`src/rtl/uart_pkg.sv`:
```
// Shared UART definitions: receiver/transmitter state encoding and default frame geometry.
package uart_pkg;

    localparam int DBIT_DEF    = 8;
    localparam int OVS_DEF     = 16;
    localparam int SB_TICK_DEF = 16;

    typedef enum logic [1:0] {
        ST_IDLE  = 2'd0,
        ST_START = 2'd1,
        ST_DATA  = 2'd2,
        ST_STOP  = 2'd3
    } uart_state_e;

endpackage

```
`src/rtl/sync_2ff.sv`:
```
// Two-flop synchronizer for a single asynchronous input bit.
module sync_2ff #(
    parameter logic RST_VAL = 1'b1
) (
    input  logic clk,
    input  logic rst,
    input  logic d,
    output logic q
);

    logic meta_q;
    logic sync_q;

    // Synchronizer chain, reset to the line's idle level.
    always_ff @(posedge clk or posedge rst) begin
        if (rst) begin
            meta_q <= RST_VAL;
            sync_q <= RST_VAL;
        end else begin
            meta_q <= d;
            sync_q <= meta_q;
        end
    end

    assign q = sync_q;

endmodule

```
`src/rtl/uart_rx.sv`:
```
// Oversampling UART receiver: start-bit qualification, LSB-first data capture,
// stop-bit check, and a one-entry output register with valid/ready handshake.
module uart_rx
    import uart_pkg::*;
#(
    parameter int DBIT    = DBIT_DEF,
    parameter int OVS     = OVS_DEF,
    parameter int SB_TICK = SB_TICK_DEF
) (
    input  logic            clk,
    input  logic            rst,
    input  logic            baud_tick,
    input  logic            rx,
    output logic [DBIT-1:0] rx_data,
    output logic            rx_valid,
    input  logic            rx_ready,
    output logic            frame_err,
    output logic            overrun
);

    localparam int S_MAX = (OVS > SB_TICK) ? OVS : SB_TICK;
    localparam int S_W   = $clog2(S_MAX);
    localparam int N_W   = (DBIT > 1) ? $clog2(DBIT) : 1;

    localparam logic [S_W-1:0] S_MID  = S_W'(OVS / 2 - 1);
    localparam logic [S_W-1:0] S_LAST = S_W'(OVS - 1);
    localparam logic [S_W-1:0] S_STOP = S_W'(SB_TICK - 1);
    localparam logic [N_W-1:0] N_LAST = N_W'(DBIT - 1);

    logic            rx_s;
    uart_state_e     state_q, state_d;
    logic            armed_q, armed_d;
    logic [S_W-1:0]  s_q, s_d;
    logic [N_W-1:0]  n_q, n_d;
    logic [DBIT-1:0] sh_q, sh_d;
    logic [DBIT-1:0] rx_data_q, rx_data_d;
    logic            rx_valid_q, rx_valid_d;
    logic            frame_err_q, frame_err_d;
    logic            overrun_q, overrun_d;
    logic            deliver;
    logic            stop_bad;

    sync_2ff #(.RST_VAL(1'b1)) u_sync (
        .clk (clk),
        .rst (rst),
        .d   (rx),
        .q   (rx_s)
    );

    // Frame sequencing; all counting is gated by baud_tick.
    always_comb begin
        state_d  = state_q;
        armed_d  = armed_q;
        s_d      = s_q;
        n_d      = n_q;
        sh_d     = sh_q;
        deliver  = 1'b0;
        stop_bad = 1'b0;
        case (state_q)
            ST_IDLE: begin
                // Requiring a high level first keeps a held-low line from re-triggering.
                if (armed_q && !rx_s) begin
                    state_d = ST_START;
                    s_d     = '0;
                end else if (rx_s) begin
                    armed_d = 1'b1;
                end else begin
                    armed_d = armed_q;
                end
            end
            ST_START: begin
                if (baud_tick) begin
                    if (s_q == S_MID) begin
                        s_d = '0;
                        if (!rx_s) begin
                            state_d = ST_DATA;
                            n_d     = '0;
                        end else begin
                            state_d = ST_IDLE;
                            armed_d = 1'b0;
                        end
                    end else begin
                        s_d = s_q + S_W'(1);
                    end
                end else begin
                    s_d = s_q;
                end
            end
            ST_DATA: begin
                if (baud_tick) begin
                    if (s_q == S_LAST) begin
                        s_d  = '0;
                        sh_d = {rx_s, sh_q[DBIT-1:1]};
                        if (n_q == N_LAST) begin
                            state_d = ST_STOP;
                        end else begin
                            n_d = n_q + N_W'(1);
                        end
                    end else begin
                        s_d = s_q + S_W'(1);
                    end
                end else begin
                    s_d = s_q;
                end
            end
            ST_STOP: begin
                if (baud_tick) begin
                    if (s_q == S_STOP) begin
                        state_d  = ST_IDLE;
                        armed_d  = 1'b0;
                        s_d      = '0;
                        n_d      = '0;
                        deliver  = rx_s;
                        stop_bad = !rx_s;
                    end else begin
                        s_d = s_q + S_W'(1);
                    end
                end else begin
                    s_d = s_q;
                end
            end
            default: begin
                state_d = ST_IDLE;
                armed_d = 1'b0;
                s_d     = '0;
                n_d     = '0;
            end
        endcase
    end

    // Output register and handshake; a same-cycle consume plus delivery is not an overrun.
    always_comb begin
        rx_data_d   = deliver ? sh_q : rx_data_q;
        frame_err_d = stop_bad;
        overrun_d   = deliver && rx_valid_q && !rx_ready;
        if (deliver) begin
            rx_valid_d = 1'b1;
        end else if (rx_valid_q && rx_ready) begin
            rx_valid_d = 1'b0;
        end else begin
            rx_valid_d = rx_valid_q;
        end
    end

    // State and output flops.
    always_ff @(posedge clk or posedge rst) begin
        if (rst) begin
            state_q     <= ST_IDLE;
            armed_q     <= 1'b0;
            s_q         <= '0;
            n_q         <= '0;
            sh_q        <= '0;
            rx_data_q   <= '0;
            rx_valid_q  <= 1'b0;
            frame_err_q <= 1'b0;
            overrun_q   <= 1'b0;
        end else begin
            state_q     <= state_d;
            armed_q     <= armed_d;
            s_q         <= s_d;
            n_q         <= n_d;
            sh_q        <= sh_d;
            rx_data_q   <= rx_data_d;
            rx_valid_q  <= rx_valid_d;
            frame_err_q <= frame_err_d;
            overrun_q   <= overrun_d;
        end
    end

    assign rx_data   = rx_data_q;
    assign rx_valid  = rx_valid_q;
    assign frame_err = frame_err_q;
    assign overrun   = overrun_q;

endmodule

```
`config.mk`:
```
export PLATFORM = sky130hd
export DESIGN_NAME = uart_rx
export DESIGN_NICKNAME = d
export VERILOG_FILES = /design/src/rtl/uart_pkg.sv /design/src/rtl/sync_2ff.sv /design/src/rtl/uart_rx.sv
export SDC_FILE = /design/constraint.sdc
export NUM_CORES = 1
export LEC_CHECK = 0
export ABC_AREA = 1
export ABC_CLOCK_PERIOD_IN_PS = 1400
export CAP_MARGIN = 20
export CORE_UTILIZATION = 45
export CTS_BUF_LIST = sky130_fd_sc_hd__clkbuf_4 sky130_fd_sc_hd__clkbuf_8 sky130_fd_sc_hd__clkbuf_16
export DETAILED_ROUTE_END_ITERATION = 8
export GPL_ROUTABILITY_DRIVEN = 0
export GPL_TIMING_DRIVEN = 1
export PLACE_DENSITY = 0.71
export SKIP_CTS_REPAIR_TIMING = 1
export SYNTH_ARGS = -nofsm -noshare
export SYNTH_HDL_FRONTEND = slang
export SYNTH_HIERARCHICAL = 1
export SYNTH_SLANG_ARGS = --single-unit
```
`constraint.sdc`:
```
create_clock -name clk -period 1.4 [get_ports clk]
set_input_delay 0.28 -clock clk [delete_from_list [all_inputs] [get_ports clk]]
set_output_delay 0.28 -clock clk [all_outputs]
set_load 0.005 [all_outputs]
```
-- After elaboration in Yosys (flattened, before gate mapping)
Cells that the tools add are included.
- add/sub/neg operators: 2
- eq/ne operators: 20
- muxes and demuxes: 41
- reductions and logical operators: 16
- operator list (operator ; count):
    $mux 3 ; 8
    $ne 2x2->1 const B ; 11
    $mux 4 ; 5
    $mux 2 ; 9
    $reduce_and 8->1 ; 2
    $mux 1 ; 15
    $pmux 4 s3 ; 1
    $pmux 3 s3 ; 1
    $reduce_and 9->1 ; 1
    $pmux 2 s4 ; 1
    $ne 2x1->1 const B ; 3
    $reduce_and 3->1 ; 2
    $reduce_bool 3->1 ; 2
    $add 4x1->4 const B ; 1
    $eq 2x2->1 const B ; 2
    $eq 4x3->1 const B ; 1
    $eq 4x4->1 const B ; 1
    $logic_and 1x1->1 ; 4
    $add 3x1->3 const B ; 1
    $eq 3x3->1 const B ; 1
    $pmux 1 s3 ; 1
    $eq 2x1->1 const B ; 1
    $logic_not 1->1 ; 2
    $logic_not 2->1 ; 1
    2 further kinds ; 2
- flip-flop bits (word level): 31
- output and inout port bits: 11

-- Depth between registers and ports, before layout
- word-level depth: 6
- depth in mapped cells: 9
- gate-level depth less buffers: 9

-- Hierarchy
Netlist, hierarchy kept.
- modules (own cells, without submodules) (module ; instances ; cells an instance ; area an instance (um2)):
    uart_rx ; 1 ; 155 ; 1448.9
    sync_2ff ; 1 ; 3 ; 56.3

-- Worst setup path after synthesis
OpenSTA, ideal clock, no wires.
- kind: flip-flop to flip-flop
- from: register s_q[0]
- to: register sh_q[4]
- arrival: 1.216 ns
- required time: 1.282 ns
- path slack: 0.066 ns
- stages on the path, launching flop included: 8
- period minus slack after synthesis: 1.334 ns
- cells stage by stage: dfrtp_1 > ha_1 > nand3_4 > nor2_4 > nand2_2 > buf_6 > nand2_1 > o21ai_2
- longest elaborated chain between the ends: 2
- RTL lines (what ; line ; RTL):
    from (decl) ; uart_rx.sv:33 ; logic [S_W-1:0] s_q, s_d;
    from (signal assigned) ; uart_rx.sv:150 ; s_q <= '0;
    from (signal assigned) ; uart_rx.sv:160 ; s_q <= s_d;
    $eq 4x4->1 ; uart_rx.sv:91 ; if (s_q == S_LAST) begin
    $reduce_and 3->1 (no line) ; - ;
    to (signal assigned) ; uart_rx.sv:152 ; sh_q <= '0;
    to (signal assigned) ; uart_rx.sv:162 ; sh_q <= sh_d;
    to (decl) ; uart_rx.sv:35 ; logic [DBIT-1:0] sh_q, sh_d;
No other way between the ends.
A chain may end at the register's enable or synchronous reset.

-- Worst setup path in the final report
- from: register s_q[0]
- to: register sh_q[2]
Same word-level chain as after synthesis.

==> flow_summary.yaml <==
routing:
  ant_nets: 0
  avgViaCountPerCell: 4.88
  drt_iter0_drc: 44
  wl_mm: 3.13
  vias: 1195
  drt_pass1_iterations: 4
  drc: 0
  wl_per_cell_um: 12.8
cts:
  insertion_delay_ps: 340
  clk_path_buf_depth: 2
  cts_tree: "built"
  cts_buffers: 5
  clock-root-buffer: "clkbuf_4"
  path_clk_slew_ps: 110
  cts_max_level: 2
  cts_sinks: 31
timing:
  hold_violations: 0
  setup_slack_ps: -51.8
  slew_violations: 0
  fin_worst_skew_ps: 10.8
  whs_ps: 304
  fin_crit_sh: 1.04
  clock.fmax_mhz: 689
  maxSlewHeadroom: 0.813
  fin_crit_ps: 1450
  rsz0062_at_grt: "true"
  tns_ps: -153
  worst_pin_slew_ps: 277
  finalSetupViolCount: 11
outcome:
  violations: "negative setup slack"
  status: "complete, but fails checks"
final_layout:
  nets: 208
  final_layout_size_suffix_gt1_frac: 0.428
  post-route-cell-area_um2: 2110
  area_delta_synth_final_pct: 40.0
  fill_cells: 268
  diodes: 0
worst_setup_path:
  cp-start-kind: "register"
  crit_path_end_kind: "register"
  r2r_cells: 7
  crit_type: "register to register"
  cp.required_ps: 1630
  r2r-start: "s_q[0]"
  worstPathMaxFanout: 16
  ff2ff_setup_slack_ps: -50
  cp.arrival_ps: 1680
  r2r_end: "sh_q[2]"
floorplan:
  die_area_um2: 3580
  die_w_um: 59.8
  die_height_um: 59.8
  coreArea_um2: 3100
  ios: 16
  rows: 20
  start_util: 0.485
synth:
  syn_avg_cell_area_um2: 9.53
  synth_fp_nets: 166
  ys_ff_latch: 31
  yosys.cell_types.count: 24
  synth_area_um2: 1510
  seq_area_frac_synth: 0.517
  yosysWarnings: 6
  syn_inst: 158
power:
  peakVddDrop_uv: 868
  p_leak_nw: 1.12
  p_per_area_nw_per_um2: 1310
  p_total_mw: 2.76
global_routing:
  gr-total-overflow: 0
  grt_pass1_vias: 1018
  grt_max_degree: 30
  grt.total_usage: 0.162
  antenna_found_initial: 0
  grt_pass1_wl_mm: 4.24
placed_design:
  dpl_cell_area_um2: 1770
  place_ws_ps: -190
  dp_hpwl_mm: 1.77
  port_buffers: 15
flow_run:
  cap_violations: 0
worst_hold_path:
  hold_path_class: "input pin to asynchronous set/reset pin"
synth_stat cells (all sizes together):
| library cell | n | area share |
|---|---|---|
| xor2 | 1 | 0.0058 |
| nand2 | 48 | 0.13 |
| o21ai | 22 | 0.12 |
| ha | 3 | 0.025 |
| dfstp | 2 | 0.035 |
| buf | 2 | 0.015 |
| a21oi | 1 | 0.0033 |
| nor4 | 1 | 0.0042 |
| o22ai | 1 | 0.0042 |
| nand3 | 7 | 0.040 |
| dfrtp | 29 | 0.48 |
| a22o | 1 | 0.0058 |
| inv | 22 | 0.055 |
| nor3 | 2 | 0.017 |
| nand4 | 3 | 0.017 |
| nor2 | 13 | 0.047 |
registers in the layout (all words and copies together), names as in the netlist, 3 cells and up, named ones only:
| name | flops |
|---|---|
| s_q | 4 |
| n_q | 3 |
| sh_q | 8 |
| rx_data | 8 |
placed cells by master, fill, tap and decap left out, drive strengths merged:
cell / instances
o22ai: 1
bufinv: 1
clkdlybuf4s50: 4
nor4: 1
buf: 19
nor2: 13
nor3: 2
dfstp: 2
o21ai: 22
xor2: 1
a21oi: 1
a22o: 1
clkinv: 1
nand2: 48
nand4: 3
dlymetal6s2s: 11
ha: 3
inv: 22
clkbuf: 6
dfrtp: 29
nand3: 10
kinds of logic (layout without fill, tap and decap cells):
group	count (synthesis)	in the layout	share of synthesized area
and+or+nand+nor	74	77	0.254
adders and majority gates	3	3	0.0249
xor gates and xnor gates	1	1	0.00582
buffers and inverters	24	64	0.0698
AOI/OAI and AO/OA	25	25	0.129
DFF	31	31	0.517
stage by stage:
stage / util / cells
2_1_floorplan: - / 158
3_3_place_gp: 0.571 / 223
3_5_place_dp: 0.571 / 223
4_1_cts: 0.599 / 231
5_1_grt: 0.679 / 245
6_report: 0.679 / 245
power breakdown:
part | total [mW] | switching, mW | internal [mW] | leakage [nW]
clock | 0.741 | 0.319 | 0.422 | 0.0482
sequential | 1.11 | 0.121 | 0.993 | 0.415
combinational | 0.906 | 0.543 | 0.362 | 0.658
total | 2.76 | 0.983 | 1.78 | 1.12
per-layer routing:
layer | wire, µm | track usage
met5 | 0 | 0
met3 | 100 | 0.0390
met1 | 1390 | 0.203
met2 | 1560 | 0.256
met4 | 74 | 0.0897
layout make-up:
cell class | count | area, µm² | share of cell area
well taps | 44 | 55.1 | 0.0261
inverters | 22 | 82.6 | 0.0392
clock buffers | 6 | 51.3 | 0.0243
flip-flops and latches | 31 | 781 | 0.371
multi-input cells | 106 | 744 | 0.353
repair buffers | 34 | 358 | 0.170
clock inverters | 2 | 35.0 | 0.0166
critical path: stages, from the launching register on:
cell	delay, ps
dfrtp_1	410
ha_4	180
nand3_4	120
nor2_4	220
nand2_2	100
buf_12	170
nand2_1	80
o21ai_2	70
worst max path at each step:
stage | start | endpoint | slack, ps | depth (start not counted)
final | s_q[0] | sh_q[2] | -50 | 7
after detailed placement | baud_tick | rx_data[7] | -190 | 6
after CTS | rx_data[0] | rx_data[0] | -110 | 1
after floorplan | s_q[0] | sh_q[4] | 70 | 7
after global routing | s_q[0] | sh_q[2] | -120 | 7
after global placement | baud_tick | rx_data[6] | -170 | 6
No activity file was read; power rests on OpenSTA's default activity.
==> RTL change 1: new RTL, same settings <==
Reset style: synchronous (`rst`), changed in 2 clocked blocks. Comments in the files are not updated.
--- a/src/rtl/sync_2ff.sv
+++ b/src/rtl/sync_2ff.sv
@@ -12,7 +12,7 @@
     logic sync_q;
 
     // Synchronizer chain, reset to the line's idle level.
-    always_ff @(posedge clk or posedge rst) begin
+    always_ff @(posedge clk) begin
         if (rst) begin
             meta_q <= RST_VAL;
             sync_q <= RST_VAL;
--- a/src/rtl/uart_rx.sv
+++ b/src/rtl/uart_rx.sv
@@ -143,7 +143,7 @@
     end
 
     // State and output flops.
-    always_ff @(posedge clk or posedge rst) begin
+    always_ff @(posedge clk) begin
         if (rst) begin
             state_q     <= ST_IDLE;
             armed_q     <= 1'b0;
Formal check against the unedited RTL: same outputs for any inputs over 10 cycles, from zero or initial values and one cycle with rst high; that may be too few to reach the edited logic, so the function may still have changed.
==> RTL change 1 against the unedited design <==
  * Final area down 9.7%
  * Area after synthesis down 9.6%
  * Clock skew shrank 0.0087 ns
  * Fmax rose by 8.1%
  * Hold slack improved by 0.11 ns
  * The run ends with DRC left
  * Worst setup slack gained 0.11 ns
  * Largest cell class is now multi-input combinational cells
  * Critical path depth is 1 higher
  * Sequential cell count unchanged
  * Routed wire length is 7.7% lower
Power is not compared: it rests on default switching activity, and its combinational part moved more than twofold at a synthesized area within 25%.
==> RTL change 1: results (changes against the unedited design) <==
top cells by count, synth=31 x dfxtp_1, 27 x nand2_1, 26 x nor2_1, 24 x inv_1, 19 x o21ai_0 (was 43 x nand2_1, 29 x dfrtp_1, 18 x inv_1, 17 x o21ai_2, 8 x nor2_1); Clock Skews=0.00210 ns (was 0.0108 ns); violated checks=DRC (was setup timing); placed insts=236 (was 223); ys flop type=dfxtp_1 (was dfrtp_1); met2 routed WL=1.44 mm (was 1.56 mm); Worst-Skew Late Latency=0.32 ns (was 0.34 ns); synth top area cells=dfxtp_1 46%, nand2_1 7.5%, nor2_1 7.2% (was dfrtp_1 48%, nand2_1 11%, o21ai_2 9.9%); CP arrival=1.57 ns (was 1.68 ns); sequential fraction of the synthesis area=45.6% (was 51.7%); Worst-path clk slew=0.10 ns; routed metal-1 wirelength=1.26 mm (was 1.39 mm); Post-Syn Nets=190 (was 166); placed cell area=1610 sq um (was 1770 sq um); GR Util met2=32.6% (was 25.6%); Post-Synthesis Cells=182 (was 158); Detailed Route WL=2.88 mm (was 3.13 mm); initial antenna violation count=0 (unchanged); Min-Delay Startpoint=u_sync/meta_q; Avg WL per Cell=11.5 um (was 12.8 um); FFs w/ async S/R, synth=0% (was 100%); Post-route DRC=2 (was 0); HP Class=flop to flop (was input pin to asynchronous set/reset pin); IO buf count=15 (unchanged); hold_ws=0.419 ns (was 0.304 ns); adder-cell share of the synthesized area=2.76% (was 2.49%); vias in the first global route=1148 (was 1018); Vias/cell=5.04 (was 4.88); M1 GR Usage=21.2% (was 20.3%); DP Worst Slack=-0.221 ns (was -0.190 ns); largest net degree at the start of global routing=24 (was 30); first-pass GRT wire length=4.61 mm (was 4.24 mm); Max transition margin=60.0% (was 81.3%); fin nets=227 (was 208); dpl hpwl=1.91 mm (was 1.77 mm); DR pass1 iterations=6 (was 4); Synth Area in XOR/XNOR=0.644% (was 0.582%); met3 usage=4.08% (was 3.90%); share of cells above drive strength 1=30.9% (was 42.8%); Max Fanout on Critical Path=5 (was 16); Compound-Gate Fraction of Synth Area=15.2% (was 12.9%); CP delay by family, top=simple AND/OR/NAND/NOR gates (unchanged); DR WL met3=121 um (was 100 um); Highest Signal Layer=met4 (unchanged); R2R Setup Slk=0.06 ns (was -0.05 ns); Total Routing Usage GR=18.4% (was 16.2%); Cell variety after synth=26 (was 24); worst hold path endpoint=u_sync/q; Initial DRC Count=45 (was 44); number of buffers created by CTS=5 (unchanged); Max H-tree Level=2 (unchanged); worst flop-to-flop path startpoint=s_q[1] (was s_q[0]); slowest stage cell, crit path=dfxtp_2 (was dfrtp_1); CP max stage delay=0.36 ns (was 0.41 ns); worst-case reg-to-reg path depth=8 (was 7); number of fill cells=235 (was 268); Clock Path Buffers=2 (unchanged); outcome=complete, but fails checks (unchanged)
-- RTL change 1: cell count changes after synthesis, moves of 5 or more --
cell / change
dfrtp_1: -29
dfxtp_1: +31
o21ai_0: +14
nand3_1: +5
nor2_1: +18
nand2_1: -16
inv_1: +6
o21ai_2: -16
a21oi_1: +17
-- RTL change 1: worst max path at each step --
stage,slack (ns),end,startpoint,cells after the start
3_5_place_dp,-0.22,rx_data[4],baud_tick,6
2_1_floorplan,0.04,n_q[0],n_q[0],8
4_1_cts,-0.09,n_q[1],s_q[0],8
3_3_place_gp,-0.17,rx_data[0],baud_tick,6
5_1_grt,-0.06,n_q[0],n_q[1],9
6_report,0.06,flop,s_q[1],8
-- RTL change 1: cell families (layout without fill, tap and decap cells) --
family | after synthesis | in the layout
xor gates and xnor gates | 1 | 1
and+or+nand+nor | 77 | 78
adders and majority gates | 3 | 3
AOI/OAI and AO/OA | 40 | 40
DFF | 31 | 31
buffers and inverters | 30 | 67
-- RTL change 1: area by class of cell --
| class | count | area, sq um | share of cell area [%] |
|---|---|---|---|
| Clock buffer | 6 | 51.3 | 2.70 |
| Tap cell | 31 | 38.8 | 2.04 |
| Timing Repair Buffer | 33 | 324 | 17.0 |
| Multi-Input combinational cell | 122 | 713 | 37.5 |
| Inverter | 26 | 100 | 5.26 |
| Clock inverter | 2 | 35.0 | 1.84 |
| Sequential cell | 31 | 641 | 33.7 |
-- RTL change 1: power by group --
group	internal [mW]	switching (mW)	total, mW
sequential	0.919	0.0410	0.960
combinational	0.144	0.206	0.350
clock	0.422	0.310	0.732
-- RTL change 1: worst register-to-register path: stages (launching register included) --
cell and delay, ns:
dfxtp_2 0.36, ha_4 0.16, nand3_4 0.13, nand2_2 0.13, nand2_4 0.07, nor2_4 0.18, nand3_2 0.11, nand3_2 0.06
nand2_1 0.05
==> RTL change 2: new RTL, same settings <==
Without the edit above. Change the package constant `OVS_DEF` from 16 to 8.
--- a/src/rtl/uart_pkg.sv
+++ b/src/rtl/uart_pkg.sv
@@ -2,7 +2,7 @@
 package uart_pkg;
 
     localparam int DBIT_DEF    = 8;
-    localparam int OVS_DEF     = 16;
+    localparam int OVS_DEF     = 8;
     localparam int SB_TICK_DEF = 16;
 
     typedef enum logic [1:0] {
Check against the original RTL: no difference found for any inputs over 10 cycles, from zero or initial values and one cycle with rst high; that may be too few to reach the edited logic, so the function may still have changed.
==> RTL change 2 against the unedited design <==
  * The run still ends with setup timing left
  * Sequential share of layout area increased by 3.4 points
  * Routed wire length decreased by 7.0%
  * Total power decreased by 5.6%
  * Final area decreased by 8.2%
  * Sequential cell count unchanged
  * Count of clock-buffer cells in the layout increased by 1
  * Critical path depth increased by 1
  * Synthesized cell count increased by 2.5%
  * Worst setup slack improved by 0.048 ns
  * Area after synthesis decreased by 5.3%
  * Global-route usage increased by 2.1 points
  * Combinational power increased by 4.1%
  * Clock power decreased by 25%
  * Critical endpoint is now n_q[2]
==> RTL change 2: results (changes against the unedited design) <==
CP max stage delay=0.45 ns (was 0.41 ns); DR WL met3=105 um (was 100 um); violated checks=setup timing (unchanged); Initial DRC Count=38 (was 44); vias in the first global route=1090 (was 1018); Clock group=0.558 mW (was 0.741 mW); placed insts=231 (was 223); M1 GR Usage=22.1% (was 20.3%); Post-Syn Nets=170 (was 166); # setup viols final=2 (was 11); Buffers excl. clock=33 (was 34); placed cell area=1740 sq um (was 1770 sq um); number of fill cells=258 (was 268); worst setup slack after layout=-0.00423 ns (was -0.0518 ns); Vias/cell=4.85 (was 4.88); setup TNS=-0.00630 ns (was -0.153 ns); met3 usage=7.37% (was 3.90%); Detailed Route WL=2.91 mm (was 3.13 mm); area delta synth->final=35.7% (was 40.0%); outcome=complete, but fails checks (unchanged); Total Power=2.61 mW (was 2.76 mW); Max transition margin=80.9% (was 81.3%); sequential cell fraction of total power=42.4% (was 40.4%); Inverters excl. clock=23 (was 22); Syn Area/Cell=8.80 sq um (was 9.53 sq um); Net Sw Power=0.947 mW (was 0.983 mW); #MultiIn Comb=105 (was 106); synth top area cells=dfrtp_1 51%, nand2_1 12%, o21ai_1 5.3% (was dfrtp_1 48%, nand2_1 11%, o21ai_2 9.9%); GR Util met2=29.7% (was 25.6%); first-pass GRT wire length=4.56 mm (was 4.24 mm)
## RTL change 2: worst register-to-register path, delay by kind of cell, from the launching register on
family          cells  cell delay (ns)
compound gates      1             0.06
buf+inv             1             0.06
flops               1             0.45
simple gates        6             0.74
## RTL change 2: path summary, 6_finish.rpt
| check | slack (ns) | to | startpoint | depth (start not counted) |
|---|---|---|---|---|
| max | -0.004 | n_q[2] | s_q[3] | 8 |
| min | 0.29 | rx_data[3] | rst | 3 |
| max reg2reg | -0.004 | n_q[2] | s_q[3] | 8 |
| min reg2reg | 0.37 | u_sync/q | u_sync/meta_q | 0 |
| max in group asynchronous | 0.92 | s_q[2] | rst | 3 |
| min in group clk | 0.35 | u_sync/meta_q | rx | 1 |
## RTL change 2: cell families after synthesis
logic type / Yosys count / share of synthesized area (%)
adder cells (fa/ha/maj): 3 / 2.63
AO/OA/AOI/OAI: 32 / 13.6
XOR/XNOR: 1 / 0.615
buffers and inverters: 26 / 7.73
AND/OR/NAND/NOR: 69 / 20.8
flip-flops: 31 / 54.6
